**src/rtl/lif_spike_monitor.sv**
```systemverilog
// lif_spike_monitor
//
// Watches the spike line and 8-bit membrane state of a LIF neuron and
// reports per-window statistics: spike count (rising edges only), peak
// membrane state and a burst flag. Results are registered one cycle after
// the last cycle of each window and held until the next window closes.
//
// Optional feature: define SPIKE_ISI_EN to add inter-spike interval
// measurement. Without it, isi and isi_valid are tied to zero and no ISI
// registers exist.
//
// Ports
//   clk         in   1      system clock
//   rst_n       in   1      asynchronous active-low reset
//   en          in   1      1 = monitor runs, 0 = everything frozen
//   spike_in    in   1      neuron spike output
//   state_in    in   8      neuron membrane state, unsigned
//   rate        out  CNT_W  spike count of last completed window
//   peak        out  8      max state_in of last completed window
//   burst       out  1      rate >= BURST_THR for last completed window
//   rate_valid  out  1      one-cycle pulse when rate/peak/burst update
//   isi         out  CNT_W  last inter-spike interval in cycles
//   isi_valid   out  1      one-cycle pulse when isi updates

module lif_spike_monitor #(
   parameter int WIN_CYCLES = 256,
   parameter int CNT_W      = 8,
   parameter int BURST_THR  = 16
) (
   input  logic             clk,
   input  logic             rst_n,
   input  logic             en,
   input  logic             spike_in,
   input  logic [7:0]       state_in,
   output logic [CNT_W-1:0] rate,
   output logic [7:0]       peak,
   output logic             burst,
   output logic             rate_valid,
   output logic [CNT_W-1:0] isi,
   output logic             isi_valid
);

   localparam int WIN_W = (WIN_CYCLES > 1) ? $clog2(WIN_CYCLES) : 1;
   localparam logic [WIN_W-1:0] WIN_LAST = WIN_W'(WIN_CYCLES - 1);
   localparam logic [CNT_W-1:0] CNT_MAX  = '1;

   // Saturating increment: counters stick at all-ones instead of wrapping.
   function automatic logic [CNT_W-1:0] sat_add(input logic [CNT_W-1:0] a,
                                                input logic             inc);
      if (a == CNT_MAX) return CNT_MAX;
      return a + CNT_W'(inc);
   endfunction

   function automatic logic [7:0] max8(input logic [7:0] a, input logic [7:0] b);
      return (a > b) ? a : b;
   endfunction

   logic [WIN_W-1:0] win_cnt;
   logic [CNT_W-1:0] spike_cnt;
   logic [7:0]       peak_acc;
   logic             spike_d;

   logic             spike_evt;
   logic             win_final;
   logic [CNT_W-1:0] cnt_next;
   logic [7:0]       peak_next;

   // A held spike counts once: only the low-to-high transition is an event.
   assign spike_evt = spike_in & ~spike_d;
   assign win_final = (win_cnt == WIN_LAST);
   // The final window cycle's own event and state are folded into the result.
   assign cnt_next  = sat_add(spike_cnt, spike_evt);
   assign peak_next = max8(peak_acc, state_in);

   always_ff @(posedge clk or negedge rst_n) begin
      if (!rst_n) begin
         win_cnt    <= '0;
         spike_cnt  <= '0;
         peak_acc   <= '0;
         spike_d    <= 1'b0;
         rate       <= '0;
         peak       <= '0;
         burst      <= 1'b0;
         rate_valid <= 1'b0;
      end else begin
         rate_valid <= 1'b0;
         if (en) begin
            spike_d <= spike_in;
            if (win_final) begin
               win_cnt    <= '0;
               rate       <= cnt_next;
               peak       <= peak_next;
               burst      <= (32'(cnt_next) >= BURST_THR);
               rate_valid <= 1'b1;
               spike_cnt  <= '0;
               peak_acc   <= '0;
            end else begin
               win_cnt   <= win_cnt + 1'b1;
               spike_cnt <= cnt_next;
               peak_acc  <= peak_next;
            end
         end
      end
   end

`ifdef SPIKE_ISI_EN
   logic [CNT_W-1:0] isi_cnt;
   logic             isi_armed;

   // isi_cnt restarts at 1 on each event so that, at the next event, it
   // holds the number of enabled cycles between the two edges. The first
   // event after reset has no predecessor and only arms the measurement.
   always_ff @(posedge clk or negedge rst_n) begin
      if (!rst_n) begin
         isi_cnt   <= '0;
         isi_armed <= 1'b0;
         isi       <= '0;
         isi_valid <= 1'b0;
      end else begin
         isi_valid <= 1'b0;
         if (en) begin
            if (spike_evt) begin
               isi_cnt   <= CNT_W'(1);
               isi_armed <= 1'b1;
               if (isi_armed) begin
                  isi       <= isi_cnt;
                  isi_valid <= 1'b1;
               end
            end else begin
               isi_cnt <= sat_add(isi_cnt, 1'b1);
            end
         end
      end
   end
`else
   assign isi       = '0;
   assign isi_valid = 1'b0;
`endif

endmodule

```
**config.mk**
```make
export PLATFORM = sky130hd
export DESIGN_NAME = lif_spike_monitor
export DESIGN_NICKNAME = d
export VERILOG_FILES = /design/src/rtl/lif_spike_monitor.sv
export SDC_FILE = /design/constraint.sdc
export NUM_CORES = 1
export LEC_CHECK = 0
export BUFFER_PORTS_ARGS = -buffer_cell sky130_fd_sc_hd__buf_2
export CORE_MARGIN = 5
export CORE_UTILIZATION = 32
export CTS_BUF_LIST = sky130_fd_sc_hd__clkbuf_2
export DETAILED_ROUTE_END_ITERATION = 10
export PLACE_DENSITY = 0.49
export SLEW_MARGIN = 20
export SYNTH_ARGS = -nofsm -noshare
export SYNTH_HDL_FRONTEND = slang
export SYNTH_SLANG_ARGS = --single-unit
export TNS_END_PERCENT = 10
```
**constraint.sdc**
```tcl
create_clock -name clk -period 2.1 [get_ports clk]
set_clock_uncertainty 0.2 [all_clocks]
set_input_delay 0.21 -clock clk [delete_from_list [all_inputs] [get_ports clk]]
set_output_delay 0.21 -clock clk [all_outputs]
set_load 0.01 [all_outputs]
```
==> results of run 1 <==
==> routing by layer <==
metal | GRT usage (%) | wire length, um | share of wire, %
met1 | 15.92 | 2605 | 49
met2 | 20.41 | 2520 | 47
met3 | 2.605 | 156 | 2.9
met4 | 2.885 | 44 | 0.83
met5 | 0 | 0 | 0
==> flip-flops by register name, indices dropped and copies added, names as in the netlist <==
signal / flops
spike_d: 1
win_cnt: 8
spike_cnt: 8
rate_valid: 1
peak_acc: 8
peak: 8
burst: 1
rate: 8
==> report_power, final <==
group / internal, mW / switching, mW / total (mW)
combinational: 0.363 / 0.333 / 0.696
clock: 0.326 / 0.288 / 0.613
sequential: 0.942 / 0.114 / 1.06
total: 1.63 / 0.735 / 2.37
==> final cells by class <==
cell class / count / area, um^2 / area share [%]
Sequential cell: 43 / 1076 / 36.32
Clock buffer: 6 / 30.03 / 1.014
Multi-Input combinational cell: 165 / 1181 / 39.86
Tap cell: 99 / 123.9 / 4.181
Clock inverter: 2 / 60.06 / 2.027
Inverter: 11 / 41.29 / 1.394
Timing Repair Buffer: 60 / 450.4 / 15.20
==> logic make-up after synthesis <==
family | after synthesis | synth area share, %
and+or+nand+nor | 74 | 16.05
AOI/OAI and AO/OA | 59 | 19.43
DFF | 43 | 46.16
buffers and inverters | 30 | 7.407
adders and majority gates | 11 | 5.904
xor gates and xnor gates | 7 | 2.630
muxes | 5 | 2.254
other | 1 | 0.1609
==> final timing paths <==
check,slack (ps),cells after the start,to
setup / recovery,40,10,peak[7]
max in group asynchronous,1140,3,peak_acc[0]
min in group asynchronous,170,3,win_cnt[4]
hold / removal,-3,2,peak_acc[1]
setup reg to reg,60,8,peak[5]
hold reg to reg,310,2,rate[4]
==> layout by cell type (no fill, tap or decap), types with 2 or more instances in the layout <==
cell type,instances
ha_4,4
mux2i_1,3
ha_1,7
o21ai_2,2
o21ai_1,2
inv_1,11
o21a_1,3
a31oi_1,8
nand2_1,16
xor2_1,3
xnor2_1,4
a32o_2,8
mux2_2,2
dlygate4sd3_1,10
a21bo_2,6
and3_1,4
o2bb2ai_1,5
nand4_1,4
and2_4,2
o21ai_0,10
buf_6,2
clkbuf_2,6
buf_2,27
a21o_1,2
buf_4,18
nand3_1,14
nor2_1,21
bufinv_16,2
nor2b_1,3
dfrtp_1,43
conb_1,9
a21oi_1,7
==> per-stage QoR <==
| stage | utilization [%] | hold slack [ps] | total power, mW | instance area, um^2 |
|---|---|---|---|---|
| after CTS | 39.56 | 170.5 | 2.309 | 2839 |
| after detailed placement | 36.67 | 133.0 | 1.668 | 2631 |
| final | 41.29 | -3.406 | 2.366 | 2963 |
| after floorplan | - | -285.6 | 1.488 | 2361 |
| after global routing | 41.29 | 6.304 | 2.525 | 2963 |
| after global placement | 36.67 | 134.9 | 1.653 | 2631 |
==> critical path, delay by kind of cell <==
kind	cells	cell delay, ps
adder cells (fa/ha/maj)	1	280
AO/OA/AOI/OAI	3	450
AND/OR/NAND/NOR	2	290
buffers and inverters	4	960
==> timing repair <==
item | 4_1_cts | 5_1_grt
setup endpoints to repair | 9 | 16
pin swaps | 0 | 12
hold buffers | 11 | 0
cloned | 0 | 1
buffers inserted | 0 | 5
resized for setup | 2 | 10
endpoints found under the hold margin | 64 | 0
==> Flow_metrics.wiki, run 1 <==
{| class="wikitable"
! Metric !! Value
|-
| Outcome || finished with violations
|-
| Violations in the final reports || negative hold slack
|-
| Input/output buffers || 29
|-
| Ratio of total power to cell area || between 700 and 800 nW/um^2
|-
| Slew at the pin with the worst max-slew slack || 560.2 ps
|-
| Count of unresolved DRC violations after routing || 0
|-
| Most used standard cell by instance count after synthesis || dfrtp_1
|-
| Critical Path AT || around 2200 ps
|-
| TritonCTS sink count || 43
|-
| Final Hold Vio Count || 1
|-
| Unrepaired setup endpoints after global routing || true
|-
| Path type of the worst setup path || in2reg
|-
| Top_reg_cell synth || dfrtp_1
|-
| Buffer type at the clock tree root || clkbuf_2
|-
| Cell variety after synth || 44
|-
| Critical Path Start || state_in[4]
|-
| Post-DRT Antenna Nets || 0
|-
| Final min period || 2062 ps
|-
| Clock slew at the register clock pins of the worst setup and hold paths || around 220 ps
|-
| Total core area || 7176 um^2
|-
| Chip Width || about 95 um
|-
| Dpl hpwl || 3.685 mm
|-
| Post-placement cell count || 363
|-
| Number of placed I/O pins || 39
|-
| Wire length after detailed routing || 5.327 mm
|-
| Pin count of the biggest net entering global routing || 44
|-
| First-pass GRT wire length || just under 9 mm
|-
| Share of final-layout standard cells stronger than drive strength 1 || 31.01%
|-
| Nets || 309
|-
| Starting DRT DRC Count || 52
|-
| Synth top area share || 46.16%
|-
| Crit end category || register
|-
| Die outline height || 95.35 um
|-
| Final-report max-slew violation count || 0
|-
| Clock buffer count from CTS || 5
|-
| Slack of the critical path || 38.15 ps
|-
| Number of placement rows || 31
|-
| Reg-to-Reg Start || peak_acc[6]
|-
| Series of cell instances along the critical path || dlygate4sd3_1 > inv_1 > ha_1 > and4_4 > nand4_4 > buf_6 > o211ai_4 > clkbuf_16 > a21bo_2 > a31oi_1
|-
| Sequential-to-total area share from yosys stat || 46.16%
|-
| Worst Hold Class || in2reg
|-
| Register bit total from synthesis || 43
|-
| Die area || 9092 um^2
|-
| Starting utilization of the core area || 32.48%
|-
| Worst-case clock buffer depth || 2
|-
| Gate count after technology mapping || 230
|-
| Mean routed wirelength per cell || 13.80 um
|-
| Via count of the first global-routing pass || 1,799
|-
| Startpoint Class || primary input
|-
| Global placement routability congestion || 0.7738
|-
| Proportion of register bits with asynchronous set or reset after synthesis || 100.0%
|-
| Final setup violation count || 0
|-
| Total number of yosys warnings || 0
|-
| All-layer global routing usage || 12.15%
|-
| Post-synthesis area per instance || a little over 10 um^2
|-
| Summed negative setup slack over all endpoints || 0 ps
|-
| TritonCTS clock tree || done
|-
| Critical Path Fanout Max || 5
|-
| Number of levels in the clock H-tree || 2
|-
| Summed instance area of the synthesized netlist || 2331 um^2
|-
| Antenna cells || 0
|-
| Vias after detailed routing || 1,850
|-
| Number of antenna violations at the first check in global routing || 0
|-
| Max Clk Rate || 485.0 MHz
|-
| Critical path data required time || 2250 ps
|-
| Total leakage power || 1.454 nW
|-
| Vias per inst || 4.793
|-
| Slowest CP cell || dlygate4sd3_1
|-
| List of most frequent post-synthesis cells || dfrtp_1 (43), nor2_1 (21), nand2_1 (16)
|-
| Pre-CTS setup slack || -92.95 ps
|-
| Worst Min Path Start || state_in[1]
|-
| Main area contributors after synthesis || dfrtp_1 (46%), ha_1 (5.9%), a32o_2 (3.9%)
|-
| Most area-hungry cell type in the Yosys netlist || dfrtp_1
|-
| Worst-case vdd ir drop || 0.0003589 V
|-
| Clock latency of the later-clocked register in the worst-skew pair || 400 ps
|-
| Max transition margin || roughly 63%
|-
| Total overflow reported by the global router || 0
|-
| Number of fill cells in the layout || 737
|-
| Worst stage delay on the critical path || 610 ps
|-
| First-pass DRT Iterations || 4
|-
| Fin Hold WS || -3.406 ps
|-
| Final cell count without fillers || 386
|-
| Area delta synth->final || 27.11%
|-
| Count of flip-flops with a built-in enable after synthesis || 0
|-
| Final period util || between 90% and 100%
|-
| Max Cap Viol || 0
|}
Power figures use the tool's default switching activity.
==> run 2: changes to the inputs <==
--- a/config.mk
+++ b/config.mk
@@ -7,10 +7,11 @@
 export LEC_CHECK = 0
 export BUFFER_PORTS_ARGS = -buffer_cell sky130_fd_sc_hd__buf_2
 export CORE_MARGIN = 5
-export CORE_UTILIZATION = 32
+export CORE_UTILIZATION = 35
 export CTS_BUF_LIST = sky130_fd_sc_hd__clkbuf_2
 export DETAILED_ROUTE_END_ITERATION = 10
-export PLACE_DENSITY = 0.49
+export PLACE_DENSITY = 0.53
+export SKIP_CTS_REPAIR_TIMING = 1
 export SLEW_MARGIN = 20
 export SYNTH_ARGS = -nofsm -noshare
 export SYNTH_HDL_FRONTEND = slang
==> run 2 against run 1 <==
The run still ends with negative hold slack left. Cell area down 4.9%. Sequential power about the same. Die area down 7.7%. Flip-flop and latch count unchanged. Total power down 12%. First-iteration DRC count up 12%. Critical path depth unchanged. Largest power group unchanged.
==> Flow_metrics.wiki, run 2 (synthesis gave the netlist of run 1 again) <==
{| class="wikitable"
! Metric !! Value
|-
| Internal power || between 1 and 1.5 mW
|-
| Summed negative setup slack over all endpoints || 0 ps
|-
| Final period util || 97.50%
|-
| Starting utilization of the core area || 36.29%
|-
| Total core area || 6422 um^2
|-
| Worst Hold Class || in2reg
|-
| Total overflow reported by the global router || 0
|-
| Pin count of the biggest net entering global routing || 44
|-
| Final setup violation count || 0
|-
| Seq. cell area || approximately 1100 um^2
|-
| Crit end category || register
|-
| Final min period || 2047 ps
|-
| Chip Width || 91.61 um
|-
| Worst-case vdd ir drop || between 0.0003 and 0.0004 V
|-
| Post-DRT Antenna Nets || 0
|-
| Input/output buffers || 29
|-
| Total area of multi-input combinational cells || around 1200 um^2
|-
| Outcome || finished with violations
|-
| Most numerous cell on the critical path || a21oi_2
|-
| Critical path data required time || 2210 ps
|-
| Starting DRT DRC Count || 58
|-
| Sequential group share of total power || 51.4%
|-
| Max Cap Viol || 0
|-
| All-layer global routing usage || 12.38%
|-
| Ratio of total power to cell area || between 700 and 800 nW/um^2
|-
| TritonCTS clock tree || done
|-
| Worst-case hold path end point || peak[6]
|-
| Worst hold stages || 3
|-
| Critical Path Fanout Max || 4
|-
| Clock slew at the register clock pins of the worst setup and hold paths || 230 ps
|-
| Wire length after detailed routing || roughly 5.2 mm
|-
| Capture instance of the worst register-to-register path || peak_acc[1]
|-
| First-pass GRT wire length || 8.625 mm
|-
| Fraction of power consumed by the clock network || roughly 17%
|-
| Global placement routability congestion || 0.7603
|-
| Reg-to-Reg Start || peak_acc[6]
|-
| Series of cell instances along the critical path || dlygate4sd3_1 > buf_2 > inv_1 > ha_1 > and4_4 > nand4_4 > a21oi_2 > a21oi_2 > buf_4 > a32o_2
|-
| Worst stage delay on the critical path || around 510 ps
|-
| Critical Path AT || 2160 ps
|-
| Total leakage power || 1.381 nW
|-
| TritonCTS sink count || 43
|-
| Antenna cells || 0
|-
| Max transition margin || 62.79%
|-
| Clock buffer count from CTS || 5
|-
| Number of placed I/O pins || 39
|-
| Number of fill cells in the layout || roughly 650
|-
| Combinational share of power || a little under a third
|-
| Top library cells by usage in the layout, fill and taps aside || dfrtp_1 (43), buf_2 (29), nor2_1 (21)
|-
| Number of antenna violations at the first check in global routing || 0
|-
| Count of unresolved DRC violations after routing || 0
|-
| Violations in the final reports || negative hold slack
|-
| Vias after detailed routing || approximately 1,800
|-
| Finished Cell Area || 2816 um^2
|-
| Fin Hold WS || -111.7 ps
|-
| Via count of the first global-routing pass || between 1,500 and 2,000
|-
| Gate family responsible for the most delay along the worst path || buffers and inverters
|-
| Nets || 306
|-
| Path type of the worst setup path || in2reg
|-
| Die outline height || 91.61 um
|-
| Net switching component of the power || 0.7124 mW
|-
| Buffers & Inverters on Critical Path || 4
|-
| Buffer type at the clock tree root || clkbuf_2
|-
| Number of placement rows || 29
|-
| Share of final-layout standard cells stronger than drive strength 1 || 30.63%
|-
| Clock latency of the later-clocked register in the worst-skew pair || 400 ps
|-
| Worst-case clock buffer depth || 2
|-
| Post-detailed-placement cell area || between 2000 and 3000 um^2
|-
| Worst Min Path Start || state_in[6]
|-
| Number of levels in the clock H-tree || 2
|-
| Vias per inst || 5.014
|-
| Slew at the pin with the worst max-slew slack || between 500 and 600 ps
|-
| Dpl hpwl || 3.624 mm
|-
| First-pass DRT Iterations || 4
|-
| Final Hold Vio Count || 2
|-
| Most frequent standard cell in the layout excluding fill and tap cells || dfrtp_1
|-
| Startpoint Class || primary input
|-
| Setup slack, reg-to-reg || about 53 ps
|-
| Final-report max-slew violation count || 0
|-
| Max Clk Rate || 488.4 MHz
|-
| Mean routed wirelength per cell || roughly 15 um
|-
| Net switching share of the total power || 34.32%
|-
| Area delta synth->final || 20.83%
|-
| Die area || around 8400 um^2
|-
| Slowest CP cell || dlygate4sd3_1
|-
| Number of cell instances on the worst register-to-register path || 7
|}
## run 2: changes by cell type in the layout (fill, tap and decap cells not counted), moves of 2 or more
cell,change
buf_4,-3
bufinv_16,-2
ha_4,-2
buf_2,+2
## run 2: tightest hold or removal path, delay by kind of cell
family,cells,cell delay (ps)
and+or+nand+nor,1,70
AOI/OAI and AO/OA,1,80
buffers and inverters,1,120
## run 2: area by class of cell
class,count,share of cell area (%)
multi-input cells,165,41.18
flip-flops and latches,43,38.21
repair buffers,57,14.22
well taps,77,3.421
inverters,11,1.466
clock buffers,6,1.066
clock inverters,2,0.4442
## run 2: how the worst max path moves through the flow
stage	startpoint	end	slack (ps)	depth (start not counted)
global placement	peak_acc[7]	peak_acc[4]	-40	6
global route	peak_acc[3]	peak[3]	-30	7
CTS	peak_acc[5]	peak_acc[2]	-60	6
floorplan	peak_acc[5]	peak_acc[0]	140	7
finish	state_in[4]	peak_acc[1]	50	10
detailed placement	state_in[1]	peak_acc[7]	-5	8
## run 2: power by group through the flow
stage          logic [mW]  clock network (mW)  registers [mW]
3_3_place_gp        0.544                   0            1.08
2_1_floorplan       0.444                   0            1.04
4_1_cts             0.555               0.381            1.06
3_5_place_dp        0.551                   0            1.08
6_report            0.651               0.358            1.07
5_1_grt             0.730               0.414            1.09
## run 2: metrics by stage
stage | std cells | total power [mW] | setup WS [ps] | utilization [%]
3_3_place_gp | 335 | 1.619 | -35.85 | 39.84
6_report | 361 | 2.076 | 52.59 | 43.85
3_5_place_dp | 335 | 1.629 | -4.946 | 39.84
4_1_cts | 343 | 1.998 | -63.63 | 40.50
5_1_grt | 361 | 2.231 | -25.02 | 43.85
2_1_floorplan | 238 | 1.488 | 141.0 | -
## run 2: metal layers
layer | global-route usage (%) | up-vias | wire length, um
met5 | 0 | - | 0
met2 | 20.09 | 25 | 2508
met1 | 16.42 | 873 | 2498
met4 | 3.769 | 0 | 67
li1 | - | 905 | -
met3 | 2.946 | 7 | 170
==> run 3: changes to the inputs <==
--- a/config.mk
+++ b/config.mk
@@ -6,11 +6,13 @@
 export NUM_CORES = 1
 export LEC_CHECK = 0
 export BUFFER_PORTS_ARGS = -buffer_cell sky130_fd_sc_hd__buf_2
+export CELL_PAD_IN_SITES_DETAIL_PLACEMENT = 1
+export CELL_PAD_IN_SITES_GLOBAL_PLACEMENT = 2
 export CORE_MARGIN = 5
 export CORE_UTILIZATION = 35
 export CTS_BUF_LIST = sky130_fd_sc_hd__clkbuf_2
 export DETAILED_ROUTE_END_ITERATION = 10
-export PLACE_DENSITY = 0.53
+export PLACE_DENSITY = 0.77
 export SKIP_CTS_REPAIR_TIMING = 1
 export SLEW_MARGIN = 20
 export SYNTH_ARGS = -nofsm -noshare
==> run 3 against run 2 <==
The run now ends clean. Sequential share of layout area is 0.32 points lower. Global-route usage grew 1.0 points. Non-clock buffer count rose by 2. Worst hold slack gained 230 ps. Setup slack lost 42 ps. Flip-flop and latch count did not move. Core utilization is 0.37 points higher. Clock-buffer cell count down 1. Total power fell by 0.49%. Critical path type unchanged. Critical endpoint is now peak_acc[2]. Largest power group unchanged.
==> Flow_metrics.wiki, run 3 (synthesis gave the netlist of run 1 again) <==
{| class="wikitable"
! Metric !! Value
|-
| Outcome || finished, final reports clean
|-
| Final design utilization || 44.22%
|-
| Top library cells by usage in the layout, fill and taps aside || dfrtp_1 (43), buf_2 (29), nor2_1 (21)
|-
| TritonCTS sink count || 43
|-
| Worst stage delay on the critical path || 530 ps
|-
| Clock latency of the later-clocked register in the worst-skew pair || 400 ps
|-
| Input/output buffers || 29
|-
| Critical path data required time || ~2200 ps
|-
| Total core area || between 6000 and 7000 um^2
|-
| Total overflow reported by the global router || 0
|-
| Share of final-layout standard cells stronger than drive strength 1 || between 20% and 30%
|-
| Clock slew at the register clock pins of the worst setup and hold paths || 220 ps
|-
| Antenna cells || 0
|-
| Series of cell instances along the critical path || dlygate4sd3_1 > buf_2 > inv_1 > ha_4 > nor2b_1 > o21a_1 > o21ai_1 > a21oi_2 > buf_4 > a32o_2
|-
| Post-layout power || 2.066 mW
|-
| Critical Path AT || 2210 ps
|-
| Startpoint Class || primary input
|-
| Die outline height || between 90 and 100 um
|-
| Count of unresolved DRC violations after routing || 0
|-
| Setup slack, reg-to-reg || 40 ps
|-
| Reg-to-Reg Start || peak_acc[5]
|-
| All-layer global routing usage || 13.39%
|-
| Worst-case vdd ir drop || 0.0003300 V
|-
| Starting utilization of the core area || 36.29%
|-
| Path type of the worst setup path || in2reg
|-
| Crit end category || register
|-
| First-pass GRT wire length || 9.080 mm
|-
| Nets || roughly 300
|-
| Worst-case clock buffer depth || 2
|-
| Most frequent standard cell in the layout excluding fill and tap cells || dfrtp_1
|-
| Mean routed wirelength per cell || 15.53 um
|-
| Via count of the first global-routing pass || 1,828
|-
| Starting DRT DRC Count || 60
|-
| Ratio of total power to cell area || between 700 and 800 nW/um^2
|-
| Dpl hpwl || 3.971 mm
|-
| Max Cap Viol || 0
|-
| Number of cell instances on the worst register-to-register path || 7
|-
| Area delta synth->final || 21.85%
|-
| Number of placement rows || 29
|-
| Wire length after detailed routing || between 5 and 6 mm
|-
| Pre-CTS setup slack || -61.56 ps
|-
| Final-report max-slew violation count || 0
|-
| Vias per inst || 5.113
|-
| Clock buffer count from CTS || 5
|-
| Final cell count without fillers || approximately 360
|-
| First-pass DRT Iterations || 4
|-
| Pin count of the biggest net entering global routing || 23
|-
| Unrepaired setup endpoints after global routing || true
|-
| Final period util || around 100%
|-
| Capture instance of the worst register-to-register path || peak_acc[2]
|-
| Max Clk Rate || 478.6 MHz
|-
| Final Hold Vio Count || 0
|-
| Buffer type at the clock tree root || clkbuf_2
|-
| Final setup violation count || 0
|-
| Post-DRT Antenna Nets || 0
|-
| Total leakage power || 1.403 nW
|-
| Post-placement cell count || 339
|-
| Summed negative setup slack over all endpoints || 0 ps
|-
| Number of placed I/O pins || 39
|-
| Final min period || roughly 2100 ps
|-
| Slack of the critical path || 10.46 ps
|-
| Global placement routability congestion || 0.7881
|-
| Number of levels in the clock H-tree || 2
|-
| Slowest CP cell || dlygate4sd3_1
|-
| TritonCTS clock tree || done
|-
| Number of antenna violations at the first check in global routing || 0
|-
| Chip Width || 91.61 um
|-
| Worst Hold Class || in2async
|-
| Critical Path Fanout Max || 5
|-
| Die area || 8392 um^2
|-
| Vias after detailed routing || 1,851
|}
## run 3: through the flow
stage,hold WS (ps),instance area [um^2]
3_3_place_gp,-170.6,2601
3_5_place_dp,-169.0,2601
6_report,123.0,2840
4_1_cts,-648.8,2635
2_1_floorplan,-285.6,2361
5_1_grt,131.1,2840
## run 3: how the worst max path moves through the flow
stage	start	endpoint	slack, ps	cells after the start
finish	state_in[1]	peak_acc[2]	10	10
global route	peak_acc[5]	peak_acc[0]	-30	7
CTS	peak_acc[7]	peak_acc[0]	-100	6
detailed placement	peak_acc[7]	peak_acc[0]	-60	6
global placement	peak_acc[7]	peak_acc[3]	-60	6
floorplan	peak_acc[5]	peak_acc[0]	140	7
## run 3: layer usage
layer	track usage (%)	wire, um	up-vias	share of wire [%]
li1	-	-	911	-
met1	17.95	2671	903	48
met2	21.91	2671	30	48
met3	2.782	219	7	3.9
met4	3.769	61	0	1.1
met5	0	0	-	0
## run 3: final cells by class
type | instances | area [um^2]
clock buffers | 5 | 25.02
clock inverters | 2 | 8.758
fillers | 745 | 3582
inverters | 11 | 41.29
multi-input cells | 165 | 1160
flip-flops and latches | 43 | 1076
well taps | 77 | 96.34
repair buffers | 59 | 432.9
## run 3: power by group
group          switching, mW  internal [mW]
Clock                  0.270         0.0706
Sequential             0.126          0.942
Combinational          0.316          0.341
Total                  0.712           1.35
## run 3: critical path, delay by kind of cell
| kind | cells | cell delay [ps] |
|---|---|---|
| adders and majority gates | 1 | 220 |
| and+or+nand+nor | 1 | 130 |
| buffers and inverters | 4 | 930 |
| AOI/OAI and AO/OA | 4 | 710 |
